==> src/rtl/bus_pkg.sv <==
// rtl/bus_pkg.sv - shared encodings for the load/store bus initiator
// Contents: access-size codes, response error codes, FSM state type,
// bus address width and the misalignment rule shared by the initiator.
package bus_pkg;

  localparam int BUS_AW = 16;

  localparam logic [1:0] SZ_BYTE = 2'd0;
  localparam logic [1:0] SZ_HALF = 2'd1;
  localparam logic [1:0] SZ_WORD = 2'd2;

  localparam logic [1:0] ERR_OK       = 2'd0;
  localparam logic [1:0] ERR_MISALIGN = 2'd1;
  localparam logic [1:0] ERR_TIMEOUT  = 2'd2;

  typedef enum logic [1:0] {
    ST_IDLE = 2'd0,
    ST_BUS  = 2'd1,
    ST_RESP = 2'd2
  } state_t;

  // Size 3 is reserved; it is reported as misaligned so it never reaches the bus.
  function automatic logic is_misaligned(input logic [1:0] size, input logic [1:0] k);
    case (size)
      SZ_BYTE: return 1'b0;
      SZ_HALF: return k[0];
      SZ_WORD: return |k;
      default: return 1'b1;
    endcase
  endfunction

endpackage

==> src/rtl/bus_lane_steer.sv <==
// rtl/bus_lane_steer.sv - byte-lane steering for stores and alignment/extension for loads
// Ports:
//   i_size     access size (byte/half/word)
//   i_k        byte offset within the word (addr[1:0])
//   i_wdata    right-justified store data
//   i_rdata    raw 32-bit bus read data
//   i_unsigned 1 = zero-extend loads, 0 = sign-extend
//   i_we       1 = store (enables byte strobes), 0 = load
//   o_we       byte write enables
//   o_dat_w    lane-replicated store data
//   o_rdata    aligned, extended load data
module bus_lane_steer
  import bus_pkg::*;
(
  input  logic [1:0]  i_size,
  input  logic [1:0]  i_k,
  input  logic [31:0] i_wdata,
  input  logic [31:0] i_rdata,
  input  logic        i_unsigned,
  input  logic        i_we,
  output logic [3:0]  o_we,
  output logic [31:0] o_dat_w,
  output logic [31:0] o_rdata
);

  // Only the low half of the shifted read word is ever needed for sub-word loads.
  logic [15:0] shifted;

  always_comb begin
    o_we    = 4'b0000;
    o_dat_w = i_wdata;
    o_rdata = i_rdata;
    shifted = 16'(i_rdata >> {i_k, 3'b000});
    case (i_size)
      SZ_BYTE: begin
        if (i_we) o_we = 4'b0001 << i_k;
        o_dat_w = {4{i_wdata[7:0]}};
        o_rdata = {{24{shifted[7] & ~i_unsigned}}, shifted[7:0]};
      end
      SZ_HALF: begin
        if (i_we) o_we = 4'b0011 << i_k;
        o_dat_w = {2{i_wdata[15:0]}};
        o_rdata = {{16{shifted[15] & ~i_unsigned}}, shifted[15:0]};
      end
      SZ_WORD: begin
        if (i_we) o_we = 4'b1111;
      end
      default: begin
      end
    endcase
  end

endmodule

==> src/rtl/bus_initiator.sv <==
// rtl/bus_initiator.sv - single-beat stb/ack load/store initiator with misalign check and ack timeout
// Ports:
//   i_clk, i_rst         clock, asynchronous active-high reset
//   i_req / o_req_ready  CPU request handshake (ready only in IDLE)
//   i_req_we/addr/size/unsigned/wdata  request fields, registered on accept
//   o_rsp_valid          one-cycle response pulse qualifying o_rsp_rdata/o_rsp_err
//   o_stb/o_addr/o_we/o_dat_w  bus strobe, word address, byte enables, write data
//   i_dat_r/i_ack        bus read data and acknowledge (ack may be combinational)
module bus_initiator
  import bus_pkg::*;
#(
  parameter int TIMEOUT_CYCLES = 255,
  parameter int TO_W           = 8
) (
  input  logic              i_clk,
  input  logic              i_rst,
  input  logic              i_req,
  output logic              o_req_ready,
  input  logic              i_req_we,
  input  logic [31:0]       i_req_addr,
  input  logic [1:0]        i_req_size,
  input  logic              i_req_unsigned,
  input  logic [31:0]       i_req_wdata,
  output logic              o_rsp_valid,
  output logic [31:0]       o_rsp_rdata,
  output logic [1:0]        o_rsp_err,
  output logic              o_stb,
  output logic [BUS_AW-1:0] o_addr,
  output logic [3:0]        o_we,
  output logic [31:0]       o_dat_w,
  input  logic [31:0]       i_dat_r,
  input  logic              i_ack
);

  state_t              state_q, state_d;
  logic [1:0]          size_q, size_d;
  logic [1:0]          k_q, k_d;
  logic                unsigned_q, unsigned_d;
  logic                store_q, store_d;
  logic                stb_q, stb_d;
  logic [BUS_AW-1:0]   addr_q, addr_d;
  logic [3:0]          we_q, we_d;
  logic [31:0]         dat_w_q, dat_w_d;
  logic                rsp_valid_q, rsp_valid_d;
  logic [31:0]         rsp_rdata_q, rsp_rdata_d;
  logic [1:0]          rsp_err_q, rsp_err_d;
  logic [TO_W-1:0]     cnt_q, cnt_d;

  logic [TO_W-1:0]     cnt_inc;
  logic [1:0]          st_size;
  logic [1:0]          st_k;
  logic                st_we;
  logic [3:0]          st_we_mask;
  logic [31:0]         st_dat_w;
  logic [31:0]         st_rdata;

  // The bus only decodes a 16-bit window; upper address bits are dropped.
  logic unused_addr_hi;
  assign unused_addr_hi = ^i_req_addr[31:16];

  // In IDLE the steering unit sees the incoming request so lanes can be
  // registered on accept; afterwards it sees the held request so the
  // captured read data can be aligned on ack.
  assign st_size = (state_q == ST_IDLE) ? i_req_size      : size_q;
  assign st_k    = (state_q == ST_IDLE) ? i_req_addr[1:0] : k_q;
  assign st_we   = (state_q == ST_IDLE) ? i_req_we        : store_q;

  bus_lane_steer u_steer (
    .i_size     (st_size),
    .i_k        (st_k),
    .i_wdata    (i_req_wdata),
    .i_rdata    (i_dat_r),
    .i_unsigned (unsigned_q),
    .i_we       (st_we),
    .o_we       (st_we_mask),
    .o_dat_w    (st_dat_w),
    .o_rdata    (st_rdata)
  );

  assign cnt_inc = cnt_q + TO_W'(1);

  always_comb begin
    state_d     = state_q;
    size_d      = size_q;
    k_d         = k_q;
    unsigned_d  = unsigned_q;
    store_d     = store_q;
    stb_d       = stb_q;
    addr_d      = addr_q;
    we_d        = we_q;
    dat_w_d     = dat_w_q;
    rsp_valid_d = 1'b0;
    rsp_rdata_d = rsp_rdata_q;
    rsp_err_d   = rsp_err_q;
    cnt_d       = cnt_q;

    case (state_q)
      ST_IDLE: begin
        if (i_req) begin
          size_d     = i_req_size;
          k_d        = i_req_addr[1:0];
          unsigned_d = i_req_unsigned;
          store_d    = i_req_we;
          if (is_misaligned(i_req_size, i_req_addr[1:0])) begin
            state_d     = ST_RESP;
            rsp_valid_d = 1'b1;
            rsp_err_d   = ERR_MISALIGN;
            rsp_rdata_d = 32'd0;
          end else begin
            state_d = ST_BUS;
            stb_d   = 1'b1;
            addr_d  = {i_req_addr[BUS_AW-1:2], 2'b00};
            we_d    = st_we_mask;
            dat_w_d = st_dat_w;
            cnt_d   = '0;
          end
        end
      end

      ST_BUS: begin
        // Ack is tested first so it wins over a coinciding timeout.
        if (i_ack) begin
          state_d     = ST_RESP;
          stb_d       = 1'b0;
          we_d        = 4'b0000;
          rsp_valid_d = 1'b1;
          rsp_err_d   = ERR_OK;
          rsp_rdata_d = store_q ? 32'd0 : st_rdata;
        end else if (cnt_inc == TO_W'(TIMEOUT_CYCLES)) begin
          state_d     = ST_RESP;
          stb_d       = 1'b0;
          we_d        = 4'b0000;
          rsp_valid_d = 1'b1;
          rsp_err_d   = ERR_TIMEOUT;
          rsp_rdata_d = 32'd0;
          cnt_d       = cnt_inc;
        end else begin
          cnt_d = cnt_inc;
        end
      end

      ST_RESP: begin
        state_d = ST_IDLE;
      end

      default: begin
        state_d = ST_IDLE;
        stb_d   = 1'b0;
        we_d    = 4'b0000;
      end
    endcase
  end

  always_ff @(posedge i_clk or posedge i_rst) begin
    if (i_rst) begin
      state_q     <= ST_IDLE;
      size_q      <= SZ_BYTE;
      k_q         <= 2'd0;
      unsigned_q  <= 1'b0;
      store_q     <= 1'b0;
      stb_q       <= 1'b0;
      addr_q      <= '0;
      we_q        <= 4'b0000;
      dat_w_q     <= 32'd0;
      rsp_valid_q <= 1'b0;
      rsp_rdata_q <= 32'd0;
      rsp_err_q   <= ERR_OK;
      cnt_q       <= '0;
    end else begin
      state_q     <= state_d;
      size_q      <= size_d;
      k_q         <= k_d;
      unsigned_q  <= unsigned_d;
      store_q     <= store_d;
      stb_q       <= stb_d;
      addr_q      <= addr_d;
      we_q        <= we_d;
      dat_w_q     <= dat_w_d;
      rsp_valid_q <= rsp_valid_d;
      rsp_rdata_q <= rsp_rdata_d;
      rsp_err_q   <= rsp_err_d;
      cnt_q       <= cnt_d;
    end
  end

  assign o_req_ready = (state_q == ST_IDLE) && !i_rst;
  assign o_stb       = stb_q;
  assign o_addr      = addr_q;
  assign o_we        = we_q;
  assign o_dat_w     = dat_w_q;
  assign o_rsp_valid = rsp_valid_q;
  assign o_rsp_rdata = rsp_rdata_q;
  assign o_rsp_err   = rsp_err_q;

endmodule

==> config.mk <==
export PLATFORM = sky130hd
export DESIGN_NAME = bus_initiator
export DESIGN_NICKNAME = d
export VERILOG_FILES = /design/src/rtl/bus_pkg.sv /design/src/rtl/bus_lane_steer.sv /design/src/rtl/bus_initiator.sv
export SDC_FILE = /design/constraint.sdc
export NUM_CORES = 1
export LEC_CHECK = 0
export ABC_AREA = 1
export CORE_UTILIZATION = 45
export CTS_BUF_LIST = sky130_fd_sc_hd__clkbuf_16
export DETAILED_ROUTE_END_ITERATION = 10
export GPL_TIMING_DRIVEN = 0
export MAX_ROUTING_LAYER = met4
export PLACE_DENSITY_LB_ADDON = 0.25
export SLEW_MARGIN = 30
export SYNTH_ARGS = -nofsm -noshare
export SYNTH_HDL_FRONTEND = slang
export SYNTH_SLANG_ARGS = --single-unit
==> constraint.sdc <==
create_clock -name i_clk -period 5.15 [get_ports i_clk]
set_input_delay 1.545 -clock i_clk [delete_from_list [all_inputs] [get_ports i_clk]]
set_output_delay 1.545 -clock i_clk [all_outputs]
set_load 0.01 [all_outputs]
Yosys cells after proc, flatten, opt, wreduce, memory -nomap -nowiden
Index checks and enable logic that the tools add are counted.
W data, S select, Z words.

word-level totals
  logic and storage cells = 93
  flip-flop bits (word level) = 102

operators by class
  mux-type cells = 46
  reduce and logical (&&, ||, !) cells = 13
  bitwise operators = 5
  $add $sub $neg = 1
  equality and inequality tests = 12
  shifts and indexed selects = 3

operator list
  operator               count
  $pmux W32 S2           3
  $mux W32               5
  $shr A32 B5 Y16        1
  $mux W4                7
  $mux W8                3
  $pmux W4 S3            2
  $mux W2                9
  $pmux W8 S2            1
  $reduce_and A4 Y1      3
  $mux W1                11
  $add A8 B1 Y8 const B  1
  $eq A8 B8 Y1 const B   1
  $pmux W2 S2            2
  $eq A2 B1 Y1 const B   3
  $eq A2 B2 Y1 const B   3
  $logic_not A2 Y1       3
  $ne A2 B2 Y1 const B   3
  $pmux W1 S3            2
  $reduce_and A2 Y1      2
  $shl A1 B2 Y4 const A  1
  $shl A2 B2 Y4 const A  1
  $ne A3 B3 Y1 const B   1
  $not A1 Y1             3
  $reduce_and A3 Y1      1
  other kinds (7)        8

Logic depth before layout (Yosys ltp)
Gate-level depths: netlist of the first run.

  word-level depth = 8
  depth in mapped cells = 13

Modules after synthesis
Synthesis of the first run repeated with hierarchy kept, for this count alone.

unflattened totals
  cells, all modules = 673
  area total of the unflattened synthesis = 5559.1 um^2

by module, submodules not included
  module          area an instance (um^2)  cells an instance  instances  seq. area each (um^2)
  bus_initiator   4191.5                   397                1          2552.4
  bus_lane_steer  1367.6                   276                1          0.0

Worst setup path before layout of the first run
Ideal clock, no wire load.

  path kind = input -> output
  from = in i_rst
  to = out o_req_ready
  setup slack = 1891 ps
  stages on the path = 1
  data required time = 3605 ps
  arrival = 1714 ps
  path buffers = 0
  cell sequence = nor2_1

between the ends
  longest elaborated chain between the ends = 2

ends and longest elaborated chain
  what                 line                  source
  start, declared      bus_initiator.sv:16   input logic i_rst,
  $logic_not A1 Y1     bus_initiator.sv:186  assign o_req_ready = (state_q == ST_IDLE) && !i_rst;
  $logic_and A1 B1 Y1  bus_initiator.sv:186
  end, declared        bus_initiator.sv:18   output logic o_req_ready,

Every way passes these cells.

Worst setup path after layout of the first run
Ends and elaborated chain as after synthesis.

==> metrics.cfg, run 1 <==
[outcome]
outcome = completed

[synthesis]
yosys_warnings = 0
synthArstFlopShare_pct = 100
synth-compound-area-share_pct = 14.9
synth-seq-area-share_pct = 47.9
synth_top_family_by_area = simple AND/OR/NAND/NOR gates
synth-xor-area-share_pct = 0.493
synth_fa_ha_area_share_pct = 0.470
synth_mux_area_share_pct = 0
synth.top_cell.area_share_pct = 47.9
synthCells = 709
yosys_most_used_dff = dfrtp_1
yosysMostFrequentCell = nand2_1
synth-edff-count = 0
ys_ff_latch = 102
yosys.area.top_type = dfrtp_1
synth-simple-area-share_pct = 27.6
netlist_area_um2 = 5330
netlist_top_cells_area = dfrtp_1, nand2_1, o21ai_0
yosys-top-cells-count = nand2_1, dfrtp_1, inv_1
synth_area_per_cell_um2 = 7.52
ys_types = 35

[detailed_routing]
routedWlPerCell_um = 16.3
wl_mm = 17.0
drt_pass1_iterations = 5
drtIter0Drc = 331
ant_nets = 0
via_count = 5542
remaining_drc_errors = 0
vias_per_cell = 5.31

[placement]
dpl_worst_slack_ns = 0.880
dp_hpwl_mm = 12.6
io_buffer_count = 174
place_congestion = 0.904

[setup_path]
worst-path-max-fanout = 2
cp.arrival_ns = 2.71
crit_chain = clkdlybuf4s50_1 -> nor2_1 -> clkdlybuf4s50_1
criticalPathCategory = in -> out
critPathRequiredTime_ns = 3.61
crit_path_frequent_cell = clkdlybuf4s50_1
cp_slowest_stage_delay_ns = 0.55
cp-start-kind = primary input
slowest_stage = clkdlybuf4s50_1
worstSetupEndpointType = output pin

[cells_and_area]
utilization_pct = 66.1
syn2layout_area_growth_pct = 42.3
antenna_cells = 0
drive_gt1_share_pct = 6.44
nNetsFinal = 1002

[floorplanning]
initial_utilization_pct = 46.5
die_h_um = 111
io_pins = 193
die_w_um = 111
fp.coreArea_um2 = 11500
rows = 39
dieArea_um2 = 12300

[global_routing]
grt_pass1_wl_mm = 27.5
grt_overflow = 0
antenna_found_initial = 0
grt_max_degree = 55
grt_util_all_layers_pct = 29.1
grt_pass1_vias = 5747

[timing]
clock.fmax_mhz = 235
setup_viol = 0
rsz0062_at_grt = false
hold_viol_final = 0
timing.final.crit_share_pct = 82.7
fin_setup_tns_ns = 0
fin_ws_ns = 0.890
slew_viol_final = 0
fin_skew_ns = 0.0105
slew_headroom_pct = 58.5
finalCriticalPeriod_ns = 4.26
tightest_slew_ns = 0.617

[cts]
clk_latency_ns = 0.36
cts_htree_levels = 3
root_buffer = clkbuf_16
clock_sinks = 102
cts_buffer_depth = 2
ctsHoldBuffers = 0
cts_post_setup_buffers_inserted = 0
cts_tree = built
cts-buffers-inserted = 9
cts_resized = 0
clkTransAtPathRegs_ns = 0.07

[power_and_ir_drop]
p_comb_share_pct = 53.7
switching_share_pct = 42.2
seq_power_share_pct = 30.5
p_switching_uw = 1880
power_density_nw_per_um2 = 588
vdd_drop_max_mv = 0.307
p_int_uw = 2580
pwr-share-clk_pct = 15.8
leakage_uw = 0.00380

[hold_path]
min_path_type = reg -> reg

[job]
cap_violations = 0

==> cells in the final DEF (no fill, tap or decap), drive strengths merged <==
master	instances
a41oi	1
nand2	286
clkbuf	24
a31oi	8
a21o	7
o21ai	71
clkinv	4
dfrtp	102
nand3	20
a21oi	24
clkdlybuf4s50	174
ha	2
conb	2
bufinv	1
o2111ai	8
inv	73
a22o	1
o211ai	9
buf	22
xor2	3
o22ai	4
nor2	51
o31ai	2
nand4	2
==> worst max-delay path: cells and delay by family <==
family	cells	cell delay [ns]
and+or+nand+nor	1	0.14
buffers and inverters	2	1.03
==> power groups by stage <==
stage | sequential (uW) | clock (uW) | combinational [uW]
finish | 1360 | 705 | 2400
global route | 1400 | 745 | 2620
CTS | 1360 | 710 | 2400
detailed placement | 1370 | 0 | 2380
global placement | 1350 | 0 | 2340
floorplan | 1490 | 0 | 1140
==> state kept, by name, indices dropped and copies added, names as in the netlist <==
register and count:
cnt_q 8, k_q 2, o_addr 14, o_dat_w 32
o_rsp_err 2, o_rsp_rdata 32, o_rsp_valid 1, o_stb 1
o_we 4, size_q 2, state_q 2, store_q 1
unsigned_q 1
==> per-stage QoR <==
step,std cells,hold slack [ns],total power (uW),area (um2)
5_1_grt,1044,0.495,4770,7580
3_3_place_gp,1027,0.454,3680,7250
4_1_cts,1044,0.476,4470,7580
3_5_place_dp,1028,0.458,3750,7290
2_1_floorplan,710,0.503,2630,5330
6_report,1044,0.474,4460,7580
==> logic make-up (layout without fill, tap and decap cells) <==
family / Yosys count / after routing
buf+inv: 107 / 298
xor+xnor: 3 / 3
other cells: 1 / 2
flops: 102 / 102
fa+ha+maj: 2 / 2
compound gates: 135 / 135
simple gates: 359 / 359
==> metal layers <==
metal  vias up  track usage, %  wire (um)
met2       226            49.2       8510
met3        48            5.63       1170
li1       2617               -          -
met5         -               -          0
met1      2651            33.3       6730
met4         0            13.5        569
==> area by class of cell <==
cell class              instances  area (um2)
fillers                       980        3880
plain buffers                  36         190
flip-flops and latches        102        2550
clock buffers                   9         225
multi-input cells             501        2320
clock inverters                 7        72.6
inverters                      71         272
repair buffers                175        1770
well taps                     143         179
==> final timing paths <==
kind,startpoint,end,slack [ns],depth (start not counted)
max in group asynchronous,i_rst,o_dat_w[6],2.90,3
min in group asynchronous,i_rst,o_rsp_rdata[6],1.62,2
worst max register to register,state_q[0],o_dat_w[22],3.14,8
worst min register to register,o_rsp_err[0],o_rsp_err[0],0.47,2
worst min-delay path,o_rsp_err[0],o_rsp_err[0],0.47,2
worst max-delay path,i_rst,o_req_ready,0.89,3
Note: power is estimated with default switching activity, not from simulation.
==> inputs of run 2 (changes only) <==
==> constraint.sdc (replaced) <==
create_clock -name i_clk -period 4.5 [get_ports i_clk]
set_input_delay 1.35 -clock i_clk [delete_from_list [all_inputs] [get_ports i_clk]]
set_output_delay 1.35 -clock i_clk [all_outputs]
set_load 0.01 [all_outputs]
==> results of run 2 <==
The final DEF is identical to that of run 1. Status: completed.
Main changes from that run: setup slack after placement 0.880 ns -> 0.620 ns; setup slack after layout 0.890 ns -> 0.630 ns; register-to-register setup slack 3.14 ns -> 2.49 ns; total power 4460 uW -> 5100 uW; worst IR drop on VDD 0.307 mV -> 0.351 mV
==> variant 1 (settings of run 2) <==
The 3 states of `state_t` get a one-hot encoding in 3 bits.
--- a/src/rtl/bus_pkg.sv
+++ b/src/rtl/bus_pkg.sv
@@ -15,6 +15,6 @@
 
-  typedef enum logic [1:0] {
-    ST_IDLE = 2'd0,
-    ST_BUS  = 2'd1,
-    ST_RESP = 2'd2
+  typedef enum logic [2:0] {
+    ST_IDLE = 3'b001,
+    ST_BUS  = 3'b010,
+    ST_RESP = 3'b100
   } state_t;
Function: same outputs for any inputs over 4 cycles, from zero or initial values and one cycle with i_rst high; so few cycles prove little.
==> variant 1 against run 2 <==
- the run now ends with design-rule violations left
- register-to-register slack worse by 100 ps
- worst setup slack better by 12 ps
- hold slack improved by 4.5 ps
- design area increased by 1.3%
- sequential cell count rose by 1
- sequential share of layout area fell by 0.075 points
- clock power is 1% lower
- synthesized cell count is 1.8% higher
- sequential power down 5%
- routed wire length decreased by 6.7%
- area after synthesis rose by 1.6%
- total power up 1.2%
- non-clock buffer count decreased by 3
- global-route usage fell by 2.1 points
- largest cell class unchanged
- highest routed layer unchanged
==> variant 1: results (changes against run 2) <==
* Outcome: complete, but fails checks
* Failing checks: design-rule violations
* IO buf count at 174 (unchanged)
* Vias in the first global route at 5034 (-12%)
* Root Buffer: clkbuf_16
* Clock Path Buffers at 2 (unchanged)
* Vias at 5260 (-5.1%)
* Synth area leaders: dfrtp_1 (47%), nand2_1 (21%), inv_1 (4.8%), a21oi_1 (4.1%), o21ai_0 (3.6%)
* Peak fanout along the critical path at 2 (unchanged)
* Post_cts resized at 0 (unchanged)
* Ys async rst share at 1.00 (unchanged)
* Unique cell type count in the Yosys netlist at 34 (-2.9%)
* Final nets at 1015 (+1.3%)
* DRC viols at 4 (+4)
* Router iterations before antenna repair at 8 (+3)
* Top cells by count, synth: nand2_1 (304), dfrtp_1 (102), inv_1 (69)
* Largest net degree at the start of global routing at 68 (+24%)
* Dpl cell area at 7370 µm² (+1.2%)
* Final non-filler cell total at 1057 (+1.2%)
* First-pass GRT wire length at 25.6 mm (-6.8%)
* Register area share after synthesis at 0.476 (-0.00289)
* Slew headroom at 0.660 (+0.0750)
* CTS H-tree depth at 3 (unchanged)
* Worst Hold Class: reg2reg
* Fmax at 259 MHz (+0.32%)
* Crit path DAT at 2510 ps (about the same)
* Synthesized instance count at 722 (+1.8%)
* Clk slew on worst S/H paths at 70 ps (about the same)
* WL final at 15.9 mm (-6.7%)
* Fillcell total at 993 (+1.3%)
* CTS buffer count at 9 (unchanged)
* Worst hold slack at 479 ps (+4.51 ps)
* Share of cells above drive strength 1 at 0.0821 (+0.0177)
* Main synth FF type: dfrtp_1
* Clk Latency, worst-skew pair at 340 ps (-20 ps)
* Overall Global Routing Usage at 0.270 (-0.0208)
* DP HPWL at 12.0 mm (-5.5%)
* Synth warn at 0 (unchanged)
* R2R setup slack at 2390 ps (-100 ps)
* Leakage at 3.86 nW (+1.4%)
* Initial antenna violation count at 0 (unchanged)
* Post-CTS Setup Inserts at 0 (unchanged)
* ANT cells at 0 (unchanged)
* GP Congestion at 0.946 (+4.7%)
* Pre-CTS WS at 644 ps (+24.0 ps)
* Clock skew at 11.3 ps (+0.820 ps)
* Initial DRC count at 492 (+49%)
* Worst ir drop on vdd at 0.314 mV (-11%)
* Footprint of the multi-input gates at 2360 µm² (+1.7%)
variant 1: path summary, 6_finish.rpt:
| check | startpoint | to | depth (start not counted) |
|---|---|---|---|
| worst max-delay path | i_rst | o_req_ready | 3 |
| worst min-delay path | o_we[2]$_DFFE_PP0P_ | o_we[2]$_DFFE_PP0P_ | 2 |
| worst max register to register | state_q[0]$_DFFE_PP1P_ | o_rsp_rdata[0]$_DFFE_PP0P_ | 11 |
| worst min register to register | o_we[2]$_DFFE_PP0P_ | o_we[2]$_DFFE_PP0P_ | 2 |
| max in group asynchronous | i_rst | state_q[0]$_DFFE_PP1P_ | 3 |
| min in group asynchronous | i_rst | cnt_q[3]$_DFFE_PP0P_ | 2 |
variant 1: cell type report:
class,count,area share
plain buffers,33,0.0257
repair buffers,175,0.230
inverters,75,0.0373
flip-flops and latches,103,0.336
clock inverters,7,0.0104
well taps,143,0.0233
multi-input cells,512,0.308
clock buffers,9,0.0293
variant 1: worst max-delay path: stages:
cell             delay [ps]
clkdlybuf4s50_1         490
nor2_1                  130
clkdlybuf4s50_1         530
variant 1: cell families (layout without fill, tap and decap cells):
kind of cell	after synthesis	in the layout	synth area share
DFF	103	103	0.476
xor gates and xnor gates	3	3	0.00485
buffers and inverters	108	299	0.0885
adders and majority gates	2	2	0.00462
other	1	2	0.000692
and+or+nand+nor	392	392	0.301
AOI/OAI and AO/OA	113	113	0.125
variant 1: where the power goes:
group	switching (mW)	internal, mW
clock network	0.360	0.439
registers	0.207	1.27
logic	1.66	1.23
total	2.23	2.93
variant 1: routing by layer:
layer | track usage | part of all wire | up-vias
met4 | 0.0910 | 0.020 | 0
met1 | 0.368 | 0.46 | 2402
li1 | - | - | 2639
met3 | 0.0512 | 0.074 | 23
met2 | 0.404 | 0.45 | 196
met5 | - | 0 | -
==> variant 2 (config.mk and constraints of run 2) <==
Made on the original files. Change the parameter `TO_W` from 8 to 12.
--- a/src/rtl/bus_initiator.sv
+++ b/src/rtl/bus_initiator.sv
@@ -12,3 +12,3 @@
   parameter int TIMEOUT_CYCLES = 255,
-  parameter int TO_W           = 8
+  parameter int TO_W           = 12
 ) (
Check against the original RTL: same outputs for any inputs over 4 cycles, from zero or initial values and one cycle with i_rst high; that may be too few to reach the edited logic, so the function may still have changed.
==> variant 2 against run 2 <==
- the flow now finishes with violations (design-rule violations)
- sequential cell count rose by 4
- worst setup slack improved by 22 ps
- routed wire length fell by 4.8%
- area after synthesis rose by 2.4%
- utilization rose by 0.18 points
- design area rose by 1.6%
- combinational power fell by 5%
- total power fell by 3.1%
- sequential share of layout area rose by 0.79 points
- critical path type unchanged
- critical endpoint unchanged
- largest cell class unchanged
==> variant 2: results (changes against run 2) <==
* Router iterations before antenna repair at 10 (+5)
* Synth area leaders: dfrtp_1 (49%), nand2_1 (18%), nand3_1 (6.4%), o21ai_0 (4.0%), inv_1 (3.6%)
* M1 GR Usage at 0.362 (+0.0299)
* Switching share of power at 0.408 (-0.0146)
* Unique cell type count in the Yosys netlist at 34 (-2.9%)
* Reg2reg path depth at 13 (+5)
* Adder-Cell Fraction of Synth Area at 0.00917 (+0.00447)
* DRC viols at 8 (+8)
* CTS buffer count at 9 (unchanged)
* Hold endpoint: o_rsp_rdata[15]$_DFFE_PP0P_
* Root Buffer: clkbuf_16
* GR Util met2 at 0.431 (-0.0605)
* Routed Antenna Nets at 0 (unchanged)
* Vias in the first global route at 5191 (-9.7%)
* Worst Hold Class: reg2reg
* DP HPWL at 11.9 mm (-5.8%)
* ANT cells at 0 (unchanged)
* First-pass GRT wire length at 26.4 mm (-4.0%)
* GP Congestion at 0.900 (-0.46%)
* Overall Global Routing Usage at 0.274 (-0.0169)
* Xor-xnor portion of the synthesized cell area at 0.00160 (-0.00333)
* Hold path start: o_rsp_rdata[15]$_DFFE_PP0P_
* Initial DRC count at 374 (+13%)
* Outcome: complete, but fails checks
* Met3 GRT Util at 0.0621 (+0.00578)
* DR vias/cell at 5.25 (-1.1%)
* Top cells by count, synth: nand2_1 (266), dfrtp_1 (106), nand3_1 (70)
* Register area share after synthesis at 0.486 (+0.00703)
* Post-CTS Setup Inserts at 0 (unchanged)
* Worst-Margin Slew at 646 ps (+29.1 ps)
* Fillcell total at 1041 (+6.2%)
* R2R setup slack at 2200 ps (-290 ps)
* Clk Latency, worst-skew pair at 340 ps (-20 ps)
* Largest net degree at the start of global routing at 60 (+9.1%)
* Crit path DAT at 2500 ps (-20 ps)
* Final nets at 1020 (+1.8%)
* Share of cells above drive strength 1 at 0.0698 (+0.00542)
* Post-synthesis compound-gate area fraction at 0.113 (-0.0359)
* Worst ir drop on vdd at 0.337 mV (-4.0%)
* Wire length per cell at 15.3 µm (-6.2%)
* R2R Path End: o_rsp_rdata[12]$_DFFE_PP0P_
* Failing checks: design-rule violations
* Worst R2R Start: cnt_q[1]$_DFFE_PP0P_
* Clock skew at 5.11 ps (-5.36 ps)
* Leakage at 3.70 nW (-2.8%)
* Pre-CTS WS at 642 ps (+21.9 ps)
## variant 2: cell count changes in the layout (fill, tap and decap cells not counted), moves of 7 or more
cell	delta
a21o_1	-7
a21oi_1	+13
inv_1	-13
nand2_1	-14
nand3_1	+52
o2111ai_1	-8
o21ai_0	-20
or2_2	+14
## variant 2: power by group through the flow
stage	Combinational, mW	Sequential (mW)	Clock [mW]
5_1_grt	2.84	1.62	0.830
3_3_place_gp	2.53	1.58	0
4_1_cts	2.59	1.58	0.795
6_report	2.59	1.58	0.780
2_1_floorplan	1.20	1.73	0
3_5_place_dp	2.57	1.58	0
## variant 2: critical path: stages
cell and delay [ps]:
clkdlybuf4s50_1 480, nor2_1 130, clkdlybuf4s50_1 540
## variant 2: cells by family after synthesis
logic type | Yosys count
AOI/OAI and AO/OA | 109
xor gates and xnor gates | 1
adders and majority gates | 4
buffers and inverters | 90
DFF | 106
other | 1
and+or+nand+nor | 414
## variant 2: metrics by stage
stage               setup TNS [ps]  total power, mW  area, µm²  hold WS, ps  std cells
global placement           -134810             4.11       7380          455       1043
global route                     0             5.30       7700          495       1060
finish                           0             4.95       7700          469       1060
CTS                              0             4.96       7700          475       1060
detailed placement               0             4.15       7410          458       1044
floorplan                        0             2.94       5460          495        726
## variant 2: per-layer routing
layer | share of wire | up-vias
met4 | 0.0082 | 0
li1 | - | 2701
met3 | 0.092 | 12
met1 | 0.43 | 2596
met5 | 0 | -
met2 | 0.47 | 254
## variant 2: area by class of cell
cell class                 count  share of cell area
sequential                   106               0.344
multi-input combinational    530               0.315
timing repair buffer         175               0.230
clock buffer                   9              0.0292
inverter                      55              0.0275
tap                          143              0.0232
buffer                        35              0.0231
clock inverter                 7             0.00796
